### src/rtl/complex_accumulator_if.sv
// Product-in / frame-sum-out stream bundle for complex_accumulator.
// slave is the accumulator side; master is the producer/consumer side.
interface complex_accumulator_if #(
  parameter int ACC_W = 40,
  parameter int CNT_W = 8
);
  logic             in_valid;
  logic             in_ready;
  logic [31:0]      in_re;
  logic [31:0]      in_im;
  logic             in_last;
  logic             out_valid;
  logic             out_ready;
  logic [ACC_W-1:0] out_re;
  logic [ACC_W-1:0] out_im;
  logic [CNT_W-1:0] out_cnt;
  logic             out_ovf;

  modport slave (
    input  in_valid, in_re, in_im, in_last, out_ready,
    output in_ready, out_valid, out_re, out_im, out_cnt, out_ovf
  );

  modport master (
    output in_valid, in_re, in_im, in_last, out_ready,
    input  in_ready, out_valid, out_re, out_im, out_cnt, out_ovf
  );
endinterface

### src/rtl/complex_accumulator.sv
// Frame accumulator for signed complex products; sum held on valid/ready until taken.
// Define CACC_SAT_EN to clamp accumulators on overflow instead of wrapping.
//
// state   | meaning
// ST_ACC  | accepting products, summing into acc_re/acc_im
// ST_HOLD | frame sum presented on out_*, input stalled
module complex_accumulator #(
  parameter int ACC_W = 40,
  parameter int CNT_W = 8
) (
  input logic                 clk,
  input logic                 rst,
  complex_accumulator_if.slave bus
);
  typedef enum logic {ST_ACC, ST_HOLD} state_t;

  localparam logic signed [ACC_W-1:0] ACC_MAX = {1'b0, {(ACC_W-1){1'b1}}};
  localparam logic signed [ACC_W-1:0] ACC_MIN = {1'b1, {(ACC_W-1){1'b0}}};

  state_t state, state_nxt;

  logic signed [ACC_W-1:0] acc_re, acc_im;
  logic signed [ACC_W-1:0] ext_re, ext_im;
  logic signed [ACC_W-1:0] sum_re, sum_im;
  logic signed [ACC_W-1:0] upd_re, upd_im;
  logic [CNT_W-1:0]        cnt, cnt_upd;
  logic                    ovf, ovf_re, ovf_im;
  logic [ACC_W-1:0]        res_re, res_im;
  logic [CNT_W-1:0]        res_cnt;
  logic                    res_ovf;
  logic                    accept, xfer;

  assign bus.in_ready  = (state == ST_ACC);
  assign bus.out_valid = (state == ST_HOLD);
  assign bus.out_re    = res_re;
  assign bus.out_im    = res_im;
  assign bus.out_cnt   = res_cnt;
  assign bus.out_ovf   = res_ovf;

  assign accept = bus.in_valid & bus.in_ready;
  assign xfer   = bus.out_valid & bus.out_ready;

  always_comb begin
    state_nxt = state;
    ext_re    = ACC_W'($signed(bus.in_re));
    ext_im    = ACC_W'($signed(bus.in_im));
    sum_re    = acc_re + ext_re;
    sum_im    = acc_im + ext_im;
    // Same-sign operands with a sign change in the result means overflow.
    ovf_re    = (acc_re[ACC_W-1] == ext_re[ACC_W-1]) && (sum_re[ACC_W-1] != acc_re[ACC_W-1]);
    ovf_im    = (acc_im[ACC_W-1] == ext_im[ACC_W-1]) && (sum_im[ACC_W-1] != acc_im[ACC_W-1]);
`ifdef CACC_SAT_EN
    upd_re    = ovf_re ? (acc_re[ACC_W-1] ? ACC_MIN : ACC_MAX) : sum_re;
    upd_im    = ovf_im ? (acc_im[ACC_W-1] ? ACC_MIN : ACC_MAX) : sum_im;
`else
    upd_re    = sum_re;
    upd_im    = sum_im;
`endif
    cnt_upd   = (&cnt) ? cnt : cnt + CNT_W'(1);

    case (state)
      ST_ACC:  if (accept && bus.in_last) state_nxt = ST_HOLD;
      ST_HOLD: if (xfer) state_nxt = ST_ACC;
      default: state_nxt = ST_ACC;
    endcase
  end

  always_ff @(posedge clk) begin
    if (rst) begin
      state   <= ST_ACC;
      acc_re  <= '0;
      acc_im  <= '0;
      cnt     <= '0;
      ovf     <= 1'b0;
      res_re  <= '0;
      res_im  <= '0;
      res_cnt <= '0;
      res_ovf <= 1'b0;
    end else begin
      state <= state_nxt;
      if (accept) begin
        if (bus.in_last) begin
          // Closing product is included in the published sum.
          res_re  <= upd_re;
          res_im  <= upd_im;
          res_cnt <= cnt_upd;
          res_ovf <= ovf | ovf_re | ovf_im;
          acc_re  <= '0;
          acc_im  <= '0;
          cnt     <= '0;
          ovf     <= 1'b0;
        end else begin
          acc_re  <= upd_re;
          acc_im  <= upd_im;
          cnt     <= cnt_upd;
          ovf     <= ovf | ovf_re | ovf_im;
        end
      end
    end
  end
endmodule
### src/flat_wrapper.sv
// flat-port wrapper written by rule: the top's interface ports become plain ports
module complex_accumulator_flat 
#(
  parameter int ACC_W = 40,
  parameter int CNT_W = 8
)
  (clk, rst, bus_in_valid, bus_in_re, bus_in_im, bus_in_last, bus_out_ready, bus_in_ready, bus_out_valid, bus_out_re, bus_out_im, bus_out_cnt, bus_out_ovf);
  complex_accumulator_if #(.ACC_W(ACC_W), .CNT_W(CNT_W)) bus_i ();
  input logic clk;
  input logic rst;
  input wire logic [$bits(bus_i.in_valid)-1:0] bus_in_valid;
  input wire logic [$bits(bus_i.in_re)-1:0] bus_in_re;
  input wire logic [$bits(bus_i.in_im)-1:0] bus_in_im;
  input wire logic [$bits(bus_i.in_last)-1:0] bus_in_last;
  input wire logic [$bits(bus_i.out_ready)-1:0] bus_out_ready;
  output wire logic [$bits(bus_i.in_ready)-1:0] bus_in_ready;
  output wire logic [$bits(bus_i.out_valid)-1:0] bus_out_valid;
  output wire logic [$bits(bus_i.out_re)-1:0] bus_out_re;
  output wire logic [$bits(bus_i.out_im)-1:0] bus_out_im;
  output wire logic [$bits(bus_i.out_cnt)-1:0] bus_out_cnt;
  output wire logic [$bits(bus_i.out_ovf)-1:0] bus_out_ovf;
  assign bus_i.in_valid = bus_in_valid;
  assign bus_i.in_re = bus_in_re;
  assign bus_i.in_im = bus_in_im;
  assign bus_i.in_last = bus_in_last;
  assign bus_i.out_ready = bus_out_ready;
  assign bus_in_ready = bus_i.in_ready;
  assign bus_out_valid = bus_i.out_valid;
  assign bus_out_re = bus_i.out_re;
  assign bus_out_im = bus_i.out_im;
  assign bus_out_cnt = bus_i.out_cnt;
  assign bus_out_ovf = bus_i.out_ovf;
  complex_accumulator #(.ACC_W(ACC_W), .CNT_W(CNT_W)) u_core (.clk(clk), .rst(rst), .bus(bus_i));
endmodule
### config.mk
export PLATFORM = sky130hd
export DESIGN_NAME = complex_accumulator_flat
export DESIGN_NICKNAME = d
export VERILOG_FILES = /design/src/rtl/complex_accumulator_if.sv /design/src/rtl/complex_accumulator.sv /design/src/flat_wrapper.sv
export SDC_FILE = /design/constraint.sdc
export NUM_CORES = 1
export LEC_CHECK = 0
export ABC_AREA = 0
export BUFFER_PORTS_ARGS = -buffer_cell sky130_fd_sc_hd__buf_4
export CORE_ASPECT_RATIO = 0.8
export CORE_MARGIN = 4
export CORE_UTILIZATION = 45
export CTS_CLUSTER_DIAMETER = 40
export CTS_CLUSTER_SIZE = 20
export DETAILED_ROUTE_END_ITERATION = 8
export HOLD_SLACK_MARGIN = 0.12
export PLACE_DENSITY = 0.66
export SLEW_MARGIN = 15
export SYNTH_ARGS = -nofsm -noshare
export SYNTH_HDL_FRONTEND = slang
export SYNTH_SLANG_ARGS = --single-unit
### constraint.sdc
create_clock -name clk -period 2.8 [get_ports clk]
set_input_delay 0.14 -clock clk [delete_from_list [all_inputs] [get_ports clk]]
set_output_delay 0.14 -clock clk [all_outputs]
set_load 0.02 [all_outputs]
==> summary.md, run 1 <==
| Metric | Value |
|---|---|
| Core ar. | `between 0.02 and 0.025 mm²` |
| Final Hold Fails | `0` |
| EDFF count, synth | `0` |
| Largest net degree at the start of global routing | `between 100 and 150` |
| Via density per instance | `5.814` |
| Top-count cell post-synth | `nand2_1` |
| Total grt overflow | `0` |
| Critical path type | `register to register` |
| Initial DRC count | `615` |
| CP Cell Sequence | `ha_4 > a211o_1 > nor3b_4 > o2111a_2 > o311ai_4 > a21oi_2 > o31a_1 > buf_6 > xor2_4 > mux2i_1 > a21oi_1` |
| Crit path buffers/inverters | `1` |
| WP data required | `3090 ps` |
| Pleak | `5.976 nW` |
| Via count | `10,890` |
| Post-Syn Nets | `1,521` |
| H-Tree Level Count | `4` |
| Worst-Skew Late Latency | `440 ps` |
| FP Rows | `50` |
| Setup_tns | `0 ps` |
| CTS root buffer | `clkbuf_16` |
| Ys flop type | `dfxtp_1` |
| Die width | `181.5 µm` |
| Netlist cell types | `slightly below 80` |
| Final min period | `2785 ps` |
| Antenna-violating nets left | `0` |
| Synth top area share | `0.3306` |
| Initial antenna violation count | `0` |
| Register area share after synthesis | `0.3306` |
| Nets | `1,698` |
| CP top delay family | `compound AO/OA/AOI/OAI gates` |
| Fmax achieved | `359.0 MHz` |
| CTS max path bufs | `2` |
| Vias in the first global route | `10,330` |
| Crit path max fanout | `3` |
| Die area | `0.02665 mm²` |
| Yosys warnings | `0` |
| CP max stage cell | `dfxtp_2` |
| Ys async rst share | `0` |
| Post-Syn Area | `0.01084 mm²` |
| Worst VDD drop | `0.4080 mV` |
| CP Capture Type | `register` |
| Rel. slew slack | `0.6244` |
| Max-cap violations | `0` |
| Post-route setup slack | `14.64 ps` |
| Status | `complete, no violations` |
| Post-synth top cells | `nand2_1, dfxtp_1, a21oi_1` |
| Fin crit share | `0.9948` |
| Gr usage total | `0.2423` |
| Final setup fails | `0` |
| CTS tree | `built` |
| CTS buffer count | `17` |
| Die Y | `146.8 µm` |
| CP max stage delay | `360 ps` |
| Total power | `0.007354 W` |
| RD Place Congestion | `0.9389` |
| Synth Register Bits | `179` |
| RSZ-0062 raised after global routing | `yes` |
| Worst EP arrival | `3080 ps` |
| Residual DRC | `0` |
| Worst-Margin Slew | `~560 ps` |
| Power Density | `~530 mW/mm²` |
| Fin area | `0.01398 mm²` |
| Total Wirelength | `between 30,000 and 40,000 µm` |
| CTS sink cnt | `179` |
| IO Port Bufs | `between 150 and 200` |
| Hold WC Path Type | `input pin to register` |
| Initial Utilization | `0.4608` |
| Post-synthesis cell count | `1,371` |
| Worst-path clk slew | `70 ps` |
| Ports | `160` |
| # fillers | `2,162` |
| First-pass GRT wire length | `53,870 µm` |
| Avg WL per Cell | `around 18 µm` |
| Dpl ws | `-174.7 ps` |
| N_diodes | `0` |
| Final Skew | `about 13 ps` |
| Syn_area_per_cell | `a little under 8 µm²` |
| Yosys top cell by area | `dfxtp_1` |
| CP Launch Type | `register` |
| Fraction of layout cells with a size suffix above 1 | `0.2389` |
| Fin. max-slew vios | `0` |
| Cell Area, Placed | `0.01267 mm²` |
| Synth top area cells | `dfxtp_1, ha_1, a21oi_1` |
| Drt first pass iters | `5` |
| Area grow syn2layout | `28.96%` |
| DP HPWL | `23,720 µm` |
## state kept, by name (all words and copies together) (netlist names)
signal / cells
u_core.bus.out_im: 40
u_core.bus.out_ovf: 1
u_core.bus.out_cnt: 8
u_core.bus.out_valid: 1
u_core.acc_re: 40
u_core.cnt: 8
u_core.bus.out_re: 40
u_core.ovf: 1
u_core.acc_im: 40
## worst register-to-register path, cell delays in order (launching register included)
cell and delay [ps]:
dfxtp_2 360, ha_4 200, a211o_1 280, nor3b_4 180, o2111a_2 320, o311ai_4 300, a21oi_2 110, o31a_1 330
buf_6 150, xor2_4 150, mux2i_1 200, a21oi_1 80
## layout by cell type, fill, tap and decap left out, types with 7 or more instances in the layout
master / instances
ha_1: 67
clkbuf_16: 17
nand2_1: 192
nor3_1: 33
and3_1: 10
a31oi_1: 9
a22o_1: 18
a21oi_2: 11
o21ai_0: 65
nand3_1: 49
nand3b_1: 9
xnor2_1: 41
o21ai_1: 9
o21a_1: 8
nand4_1: 23
nor2b_1: 7
a21oi_1: 149
a22oi_1: 30
nor2_1: 105
ha_4: 9
o21bai_1: 8
buf_4: 235
inv_1: 14
dfxtp_1: 173
xor2_1: 29
a211oi_1: 15
a21o_1: 40
## path summary, 6_finish.rpt
kind                                            start                     to  slack (ps)  cells after the start
worst max-delay path                 u_core.acc_im[1]      u_core.acc_im[39]          10                     11
worst min-delay path                     bus_in_im[0]       u_core.acc_im[0]         160                      4
worst max register to register       u_core.acc_im[1]      u_core.acc_im[39]          10                     11
worst min register to register  u_core.bus.out_re[23]  u_core.bus.out_re[23]         460                      2
## cells by family (layout without fill, tap and decap cells)
kind of cell	after synthesis	in the layout	synth area share
and+or+nand+nor	483	483	0.2052
xor gates and xnor gates	74	74	0.06049
buffers and inverters	101	290	0.03544
muxes	4	4	0.003694
DFF	179	179	0.3306
AOI/OAI and AO/OA	449	450	0.2697
adders and majority gates	81	81	0.09489
## area by class of cell
type                    count  area, µm²  area share
repair buffers            244       1878      0.1344
well taps                 312      390.4     0.02793
inverters                  14      52.55    0.003759
clock inverters            14      200.2     0.01432
flip-flops and latches    179       3591      0.2569
clock buffers              18      429.2     0.03070
multi-input cells        1092       7437      0.5320
## stage by stage
step | cells | hold slack (ps) | utilization
2_1_floorplan | 1371 | 321.8 | -
4_1_cts | 1866 | 149.7 | 0.5758
6_report | 1873 | 162.1 | 0.5943
3_5_place_dp | 1825 | 424.8 | 0.5385
5_1_grt | 1873 | 168.9 | 0.5943
3_3_place_gp | 1825 | 428.0 | 0.5385
## timing repair
action,CTS,global route
gates cloned,1,0
setup endpoints to repair,46,66
hold endpoints to repair,4,0
pin swaps,14,31
hold buffers,4,0
gates resized for setup,33,77
setup buffers,4,7
## routing by layer
layer,up-vias,track usage,wire (µm),share of wire
li1,5368,-,-,-
met1,5212,0.3542,16690,0.50
met2,271,0.3732,14740,0.44
met3,38,0.04381,1572,0.047
met4,0,0.05514,470,0.014
met5,-,0,0,0
## where the power goes
group | internal [W] | switching, W
registers | 0.00271 | 0.000114
clock network | 0.00151 | 0.00112
logic | 0.000793 | 0.00111
(Power assumes the default switching activity.)
==> run 2: changes to the inputs <==
--- a/config.mk
+++ b/config.mk
@@ -15,6 +15,7 @@
 export DETAILED_ROUTE_END_ITERATION = 8
 export HOLD_SLACK_MARGIN = 0.12
 export PLACE_DENSITY = 0.66
+export SETUP_SLACK_MARGIN = 0.02
 export SLEW_MARGIN = 15
 export SYNTH_ARGS = -nofsm -noshare
 export SYNTH_HDL_FRONTEND = slang
==> run 2 against run 1 <==
Final cell count is 0.11% higher. Global-route usage stayed put. Die area stayed put. Non-clock buffer count is 2 higher. Sequential cell count stayed put. Wire length hardly changed. Critical path depth stayed put. Sequential share of layout area hardly changed. Core utilization hardly changed. Register-to-register slack hardly changed. Hold slack worse by 1.7 ps. Largest cell class unchanged. Highest routed layer unchanged.
==> summary.md, run 2 (synthesized netlist as in run 1, its figures left out) <==
| Metric | Value |
|---|---|
| RD Place Congestion | `0.9389 (unchanged)` |
| Via count | `10,890 (about the same)` |
| Residual DRC | `0 (unchanged)` |
| First-pass GRT wire length | `53,850 µm (was 53,870 µm)` |
| Ports | `160 (unchanged)` |
| Total grt overflow | `0 (unchanged)` |
| CP Launch Type | `register (unchanged)` |
| Crit path max fanout | `3 (unchanged)` |
| Worst EP arrival | `3070 ps (was 3080 ps)` |
| Internal | `0.005014 W (was 0.005013 W)` |
| RSZ-0062 raised after global routing | `yes (unchanged)` |
| Avg WL per Cell | `17.86 µm (was 17.87 µm)` |
| CTS sink cnt | `179 (unchanged)` |
| Commonest cells after routing, fill and taps aside | `buf_4, nand2_1, dfxtp_1 (unchanged)` |
| Logic pwr share | `0.259 (about the same)` |
| Hold Worst Slack | `160.4 ps (was 162.1 ps)` |
| Die area | `0.02665 mm² (unchanged)` |
| Final Skew | `12.12 ps (was 12.59 ps)` |
| Initial DRC count | `685 (was 615)` |
| Final Hold Fails | `0 (unchanged)` |
| Total Wirelength | `33,490 µm (was 33,470 µm)` |
| Initial Utilization | `0.4608 (unchanged)` |
| Nets | `1,700 (was 1,698)` |
| Vias in the first global route | `10,330 (about the same)` |
| Fin crit share | `0.9912 (was 0.9948)` |
| Sequential Power Share | `0.384 (about the same)` |
| Critical path type | `register to register (unchanged)` |
| WP data required | `3090 ps (about the same)` |
| Power Density | `526.2 mW/mm² (was 526.1 mW/mm²)` |
| Dpl ws | `-174.7 ps (unchanged)` |
| Die Y | `146.8 µm (unchanged)` |
| Hold WC Path Type | `input pin to register (unchanged)` |
| Worst-Margin Slew | `545.5 ps (was 563.4 ps)` |
| H-Tree Level Count | `4 (unchanged)` |
| Drt first pass iters | `5 (unchanged)` |
| FP Rows | `50 (unchanged)` |
| Worst VDD drop | `0.4091 mV (was 0.4080 mV)` |
| IO Port Bufs | `159 (unchanged)` |
| CTS buffer count | `17 (unchanged)` |
| Max-cap violations | `0 (unchanged)` |
| CP Capture Type | `register (unchanged)` |
| Worst-Skew Late Latency | `440 ps (about the same)` |
| N_diodes | `0 (unchanged)` |
| Switching power | `0.002342 W (about the same)` |
| Area grow syn2layout | `28.97% (was 28.96%)` |
| Antenna-violating nets left | `0 (unchanged)` |
| Status | `complete, no violations (unchanged)` |
| Via density per instance | `5.806 (was 5.814)` |
| Largest net degree at the start of global routing | `114 (unchanged)` |
| Die width | `181.5 µm (unchanged)` |
| Final setup fails | `0 (unchanged)` |
| Core ar. | `0.02352 mm² (unchanged)` |
| Initial antenna violation count | `0 (unchanged)` |
| Gr usage total | `0.2423 (unchanged)` |
| Fraction of layout cells with a size suffix above 1 | `0.2406 (was 0.2389)` |
| Pleak | `5.976 nW (about the same)` |
| Post-route setup slack | `24.63 ps (was 14.64 ps)` |
| CTS root buffer | `clkbuf_16 (unchanged)` |
| Fmax achieved | `360.3 MHz (was 359.0 MHz)` |
| DP HPWL | `23,720 µm (unchanged)` |
| CTS tree | `built (unchanged)` |
| Sw Share | `0.3184 (about the same)` |
| Fin. max-slew vios | `0 (unchanged)` |
| Clock share of power | `0.357 (about the same)` |
| Most common cell after layout, fill and taps aside | `buf_4 (unchanged)` |
| Worst-path clk slew | `70 ps (about the same)` |
| Final min period | `2775 ps (was 2785 ps)` |
| Rel. slew slack | `0.6363 (was 0.6244)` |
| CTS max path bufs | `2 (unchanged)` |
==> run 2: cell types whose count changed in the layout (fill, tap and decap cells not counted), sizes merged <==
cell	delta
buf	+2
==> run 2: worst paths after layout <==
path                            depth (start not counted)                    end                   from  slack [ps]
worst max-delay path                                   11      u_core.acc_im[39]       u_core.acc_im[1]          20
worst min register to register                          2  u_core.bus.out_re[23]  u_core.bus.out_re[23]         460
worst min-delay path                                    4       u_core.acc_im[0]           bus_in_im[0]         160
worst max register to register                         11      u_core.acc_im[39]       u_core.acc_im[1]          20
==> run 2: final cells by class <==
class	instances	area, µm²
clock buffers	18	429.2
clock inverters	14	200.2
fillers	2162	9543
inverters	14	52.55
multi-input cells	1092	7425
flip-flops and latches	179	3590
well taps	312	390.4
repair buffers	246	1893
==> run 2: power groups by stage <==
stage               Sequential (W)  Clock, W  Combinational (W)
floorplan                  0.00295         0            0.00104
global placement           0.00287         0            0.00174
detailed placement         0.00287         0            0.00175
CTS                        0.00282   0.00267            0.00180
global route               0.00284   0.00278            0.00209
finish                     0.00282   0.00263            0.00191
==> run 2: per-stage QoR <==
step	std cells	total power [W]	util	TNS [ps]	area [µm²]
final	1875	0.007355	0.5943	0	13980
after global routing	1875	0.007713	0.5943	-129.9	13980
after CTS	1867	0.007297	0.5761	-12.20	13550
after detailed placement	1825	0.004627	0.5385	-2073	12670
after global placement	1825	0.004608	0.5385	-614.5	12670
after floorplan	1371	0.003996	-	0	10840
==> run 2: per-layer routing <==
layer | routed length, µm | part of all wire | vias to the layer above | track usage
met2 | 14720 | 0.44 | 286 | 0.3732
met1 | 16660 | 0.50 | 5197 | 0.3542
met5 | 0 | 0 | - | 0
met4 | 422 | 0.013 | 0 | 0.05514
met3 | 1688 | 0.050 | 32 | 0.04381
li1 | - | - | 5371 | -
==> run 2: repair_timing <==
action | in CTS | in global routing
buffers inserted | 5 | 8
gates cloned | 1 | 0
setup endpoints to repair | 50 | 71
endpoints found under the hold margin | 4 | 0
hold buffers | 4 | 0
resized for setup | 33 | 78
pin swaps | 20 | 28
==> run 2: critical path, cell delays in order (launching register included) <==
cell	delay, ps
dfxtp_2	360
ha_4	200
a211o_1	280
nor3b_4	180
o2111a_2	320
o311ai_4	290
a21oi_2	110
o31a_1	330
buf_6	140
xor2_4	150
mux2i_1	200
a21oi_1	80
==> run 3: changes to the inputs <==
--- a/config.mk
+++ b/config.mk
@@ -5,7 +5,7 @@
 export SDC_FILE = /design/constraint.sdc
 export NUM_CORES = 1
 export LEC_CHECK = 0
-export ABC_AREA = 0
+export ABC_AREA = 1
 export BUFFER_PORTS_ARGS = -buffer_cell sky130_fd_sc_hd__buf_4
 export CORE_ASPECT_RATIO = 0.8
 export CORE_MARGIN = 4
@@ -14,7 +14,7 @@
 export CTS_CLUSTER_SIZE = 20
 export DETAILED_ROUTE_END_ITERATION = 8
 export HOLD_SLACK_MARGIN = 0.12
-export PLACE_DENSITY = 0.66
+export PLACE_DENSITY = 0.65
 export SETUP_SLACK_MARGIN = 0.02
 export SLEW_MARGIN = 15
 export SYNTH_ARGS = -nofsm -noshare
==> run 3 against run 2 <==
Core utilization fell by 4.9 points. Sequential cell count unchanged. Die area up 13%. Area after synthesis increased by 14%. Sequential share of layout area decreased by 0.99 points. Total power down 3.0%. First-iteration DRC count is 44% higher. Synthesized cell count increased by 39%. Cell area is 3.8% higher. Wire length up 19%.
==> summary.md, run 3 <==
| Metric | Value |
|---|---|
| Status | `complete, no violations (unchanged)` |
| Ys flop type | `dfxtp_1 (unchanged)` |
| Final Hold Fails | `0 (unchanged)` |
| Ports | `160 (unchanged)` |
| Netlist cell types | `43 (was 77)` |
| EDFF count, synth | `0 (unchanged)` |
| Synth Register Bits | `179 (unchanged)` |
| Post-CTS Repair Setup Buffers | `0 (was 5)` |
| Yosys top cell by area | `dfxtp_1 (unchanged)` |
| Total power | `0.007133 W (was 0.007355 W)` |
| Final min period | `2653 ps (was 2775 ps)` |
| Worst-Margin Slew | `1038 ps (was 545.5 ps)` |
| RD Place Congestion | `0.9398 (was 0.9389)` |
| Post-route setup slack | `146.7 ps (was 24.63 ps)` |
| Initial Utilization | `0.4636 (was 0.4608)` |
| CTS sink cnt | `179 (unchanged)` |
| CTS root buffer | `clkbuf_16 (unchanged)` |
| WP data required | `3140 ps (was 3090 ps)` |
| Finished Layout Cells | `2,410 (was 1,875)` |
| Worst-Skew Late Latency | `450 ps (was 440 ps)` |
| CTS max path bufs | `2 (unchanged)` |
| Worst EP arrival | `2990 ps (was 3070 ps)` |
| H-Tree Level Count | `4 (unchanged)` |
| Commonest cells after routing, fill and taps aside | `nand2_1, inv_1, a21oi_1 (was buf_4, nand2_1, dfxtp_1)` |
| Most common cell after layout, fill and taps aside | `nand2_1 (was buf_4)` |
| Critical path type | `input pin to register (was register to register)` |
| Pleak | `7.338 nW (was 5.976 nW)` |
| Multi-input logic area | `0.007557 mm² (was 0.007425 mm²)` |
| Vias in the first global route | `11,640 (was 10,330)` |
| Nets | `2,190 (was 1,700)` |
| Area grow syn2layout | `17.72% (was 28.97%)` |
| CP max stage delay | `570 ps (was 360 ps)` |
| Largest net degree at the start of global routing | `90 (was 114)` |
| Rel. slew slack | `0.3077 (was 0.6363)` |
| Max-cap violations | `0 (unchanged)` |
| Drt first pass iters | `5 (unchanged)` |
| # fillers | `2,814 (was 2,162)` |
| Gr usage total | `0.2633 (was 0.2423)` |
| Fraction of layout cells with a size suffix above 1 | `0.1374 (was 0.2406)` |
| CTS tree | `built (unchanged)` |
| Post-synthesis cell count | `1,902 (was 1,371)` |
| Fmax achieved | `376.9 MHz (was 360.3 MHz)` |
| Core ar. | `0.02659 mm² (was 0.02352 mm²)` |
| Fin crit share | `0.9476 (was 0.9912)` |
| Initial antenna violation count | `1 (was 0)` |
| HP Start | `bus_in_re[1] (was bus_in_im[0])` |
| First-pass GRT wire length | `63,170 µm (was 53,850 µm)` |
| Final setup fails | `0 (unchanged)` |
| DP HPWL | `31,070 µm (was 23,720 µm)` |
| Post-synth top cells | `nand2_1, inv_1, a21oi_1 (was nand2_1, dfxtp_1, a21oi_1)` |
| Initial DRC count | `984 (was 685)` |
| Fin. max-slew vios | `0 (unchanged)` |
| Worst-case reg-to-reg path depth | `14 (was 11)` |
| RSZ-0062 raised after global routing | `yes (unchanged)` |
| Worst VDD drop | `0.4359 mV (was 0.4091 mV)` |
| Top-count cell post-synth | `nand2_1 (unchanged)` |
| Die width | `193.1 µm (was 181.5 µm)` |
| Residual DRC | `0 (unchanged)` |
| CTS buffer count | `17 (unchanged)` |
| Via density per instance | `5.251 (was 5.806)` |
| Placed cells | `2,374 (was 1,825)` |
| IO Port Bufs | `159 (unchanged)` |
| Register area share after synthesis | `0.2907 (was 0.3306)` |
| Hold Path Cell Cnt | `4 (unchanged)` |
| CP Capture Type | `register (unchanged)` |
| Most frequent CP cell | `nand2_1` |
| Power Density | `491.5 mW/mm² (was 526.2 mW/mm²)` |
| Syn_area_per_cell | `6.482 µm² (was 7.906 µm²)` |
| Total grt overflow | `0 (unchanged)` |
| Via count | `12,660 (was 10,890)` |
| Synth top area share | `0.2907 (was 0.3306)` |
| Hold WC Path Type | `input pin to register (unchanged)` |
| Worst-path clk slew | `70 ps (about the same)` |
| Register Area | `0.003583 mm² (was 0.003590 mm²)` |
| Post-Syn Nets | `2,052 (was 1,521)` |
| Dpl ws | `328.2 ps (was -174.7 ps)` |
| Worst R2R End | `u_core.bus.out_re[16] (was u_core.acc_im[39])` |
| CP Cell Sequence | `dlygate4sd3_1 > buf_4 > ha_1 > fa_1 > nand2_1 > nand2_1 > o21ai_2 > inv_1 > a21o_1 > nand2_1 > nand2_1 > or2_2 > nand2_1 > nand2_1 > o211ai_1 > inv_1 (was ha_4 > a211o_1 > nor3b_4 > o2111a_2 > o311ai_4 > a21oi_2 > o31a_1 > buf_6 > xor2_4 > mux2i_1 > a21oi_1)` |
| Ys async rst share | `0 (unchanged)` |
| Synth top area cells | `dfxtp_1, nand2_1, ha_1 (was dfxtp_1, ha_1, a21oi_1)` |
| Crit path max fanout | `4 (was 3)` |
| Hold path endpoint | `u_core.bus.out_re[1] (was u_core.acc_im[0])` |
| Final Skew | `13.23 ps (was 12.12 ps)` |
| CP Launch Type | `input pin (was register)` |
| Yosys warnings | `0 (unchanged)` |
| RR Startpoint | `u_core.acc_re[0] (was u_core.acc_im[1])` |
| Die Y | `156.0 µm (was 146.8 µm)` |
| Avg WL per Cell | `16.54 µm (was 17.86 µm)` |
| Total Wirelength | `39,870 µm (was 33,490 µm)` |
| FP Rows | `53 (was 50)` |
| Antenna-violating nets left | `0 (unchanged)` |
| Die area | `0.03012 mm² (was 0.02665 mm²)` |
| CP max stage cell | `dlygate4sd3_1 (was dfxtp_2)` |
| Setup_tns | `0 ps (unchanged)` |
| Post-Syn Area | `0.01233 mm² (was 0.01084 mm²)` |
| Flop-to-flop setup slack | `250 ps (was 20 ps)` |
run 3: cell types whose count changed in the layout (fill, tap and decap cells not counted), moves of 57 or more:
cell / previous run / this run
nand2_1: 192 / 499
o21bai_1: 8 / 69
buf_4: 237 / 170
inv_1: 14 / 256
o21ai_0: 63 / 120
nor2_1: 105 / 162
run 3: per-stage QoR:
stage               hold WS (ps)    util  area (µm²)
floorplan                  317.5       -       12330
global placement           405.1  0.5222       13890
detailed placement         409.0  0.5222       13890
CTS                        163.7  0.5453       14500
global route               199.1  0.5458       14510
finish                     187.0  0.5458       14510
run 3: worst max path at each step:
stage	from	slack, ps	cells past startpoint	endpoint
finish	bus_in_re[0]	150	16	u_core.bus.out_re[16]
floorplan	u_core.acc_re[0]	680	14	u_core.bus.out_re[16]
detailed placement	u_core.acc_re[0]	330	14	u_core.bus.out_re[16]
global route	bus_in_re[0]	10	16	u_core.bus.out_re[16]
global placement	u_core.acc_re[0]	350	14	u_core.bus.out_re[16]
CTS	bus_in_re[0]	240	16	u_core.bus.out_re[16]
run 3: routing by layer:
metal	vias up	part of all wire	wire length [µm]	global-route usage
li1	6439	-	-	-
met2	378	0.36	14230	0.3333
met5	-	0	0	0
met1	5820	0.55	21860	0.4453
met4	0	0.0062	249	0.03977
met3	18	0.088	3527	0.05884
run 3: kinds of logic (layout without fill, tap and decap cells):
family | after synthesis | in the layout | share of synthesized area
xor+xnor | 45 | 45 | 0.03197
mux | 1 | 1 | 0.0009134
simple gates | 833 | 833 | 0.2863
buf+inv | 321 | 471 | 0.09824
fa+ha+maj | 81 | 81 | 0.08343
other cells | 0 | 1 | 0
flops | 179 | 179 | 0.2907
compound gates | 442 | 442 | 0.2085
run 3: what timing repair did:
item                                    CTS  global route
hold buffers                              4             0
endpoints found under the hold margin    20             0
endpoints found under the setup margin    0             3
gates resized for setup                   0             2
run 3: power breakdown:
part           leakage, nW  switching (W)  internal [W]  total (W)
Combinational         5.60        0.00122      0.000665    0.00189
Clock                0.276        0.00115       0.00129    0.00244
Sequential            1.47      0.0000937       0.00271    0.00280
run 3: worst max-delay path: cells and delay by family:
kind	cells	cell delay [ps]
adders and majority gates	2	740
and+or+nand+nor	7	870
AOI/OAI and AO/OA	3	390
buffers and inverters	4	850
run 3: cell type report:
| type | count | area share |
|---|---|---|
| clock inverters | 11 | 0.008104 |
| multi-input cells | 1402 | 0.5207 |
| clock buffers | 20 | 0.03147 |
| flip-flops and latches | 179 | 0.2469 |
| well taps | 357 | 0.03078 |
| diodes | 1 | 0.0001724 |
| inverters | 264 | 0.06837 |
| repair buffers | 176 | 0.09346 |
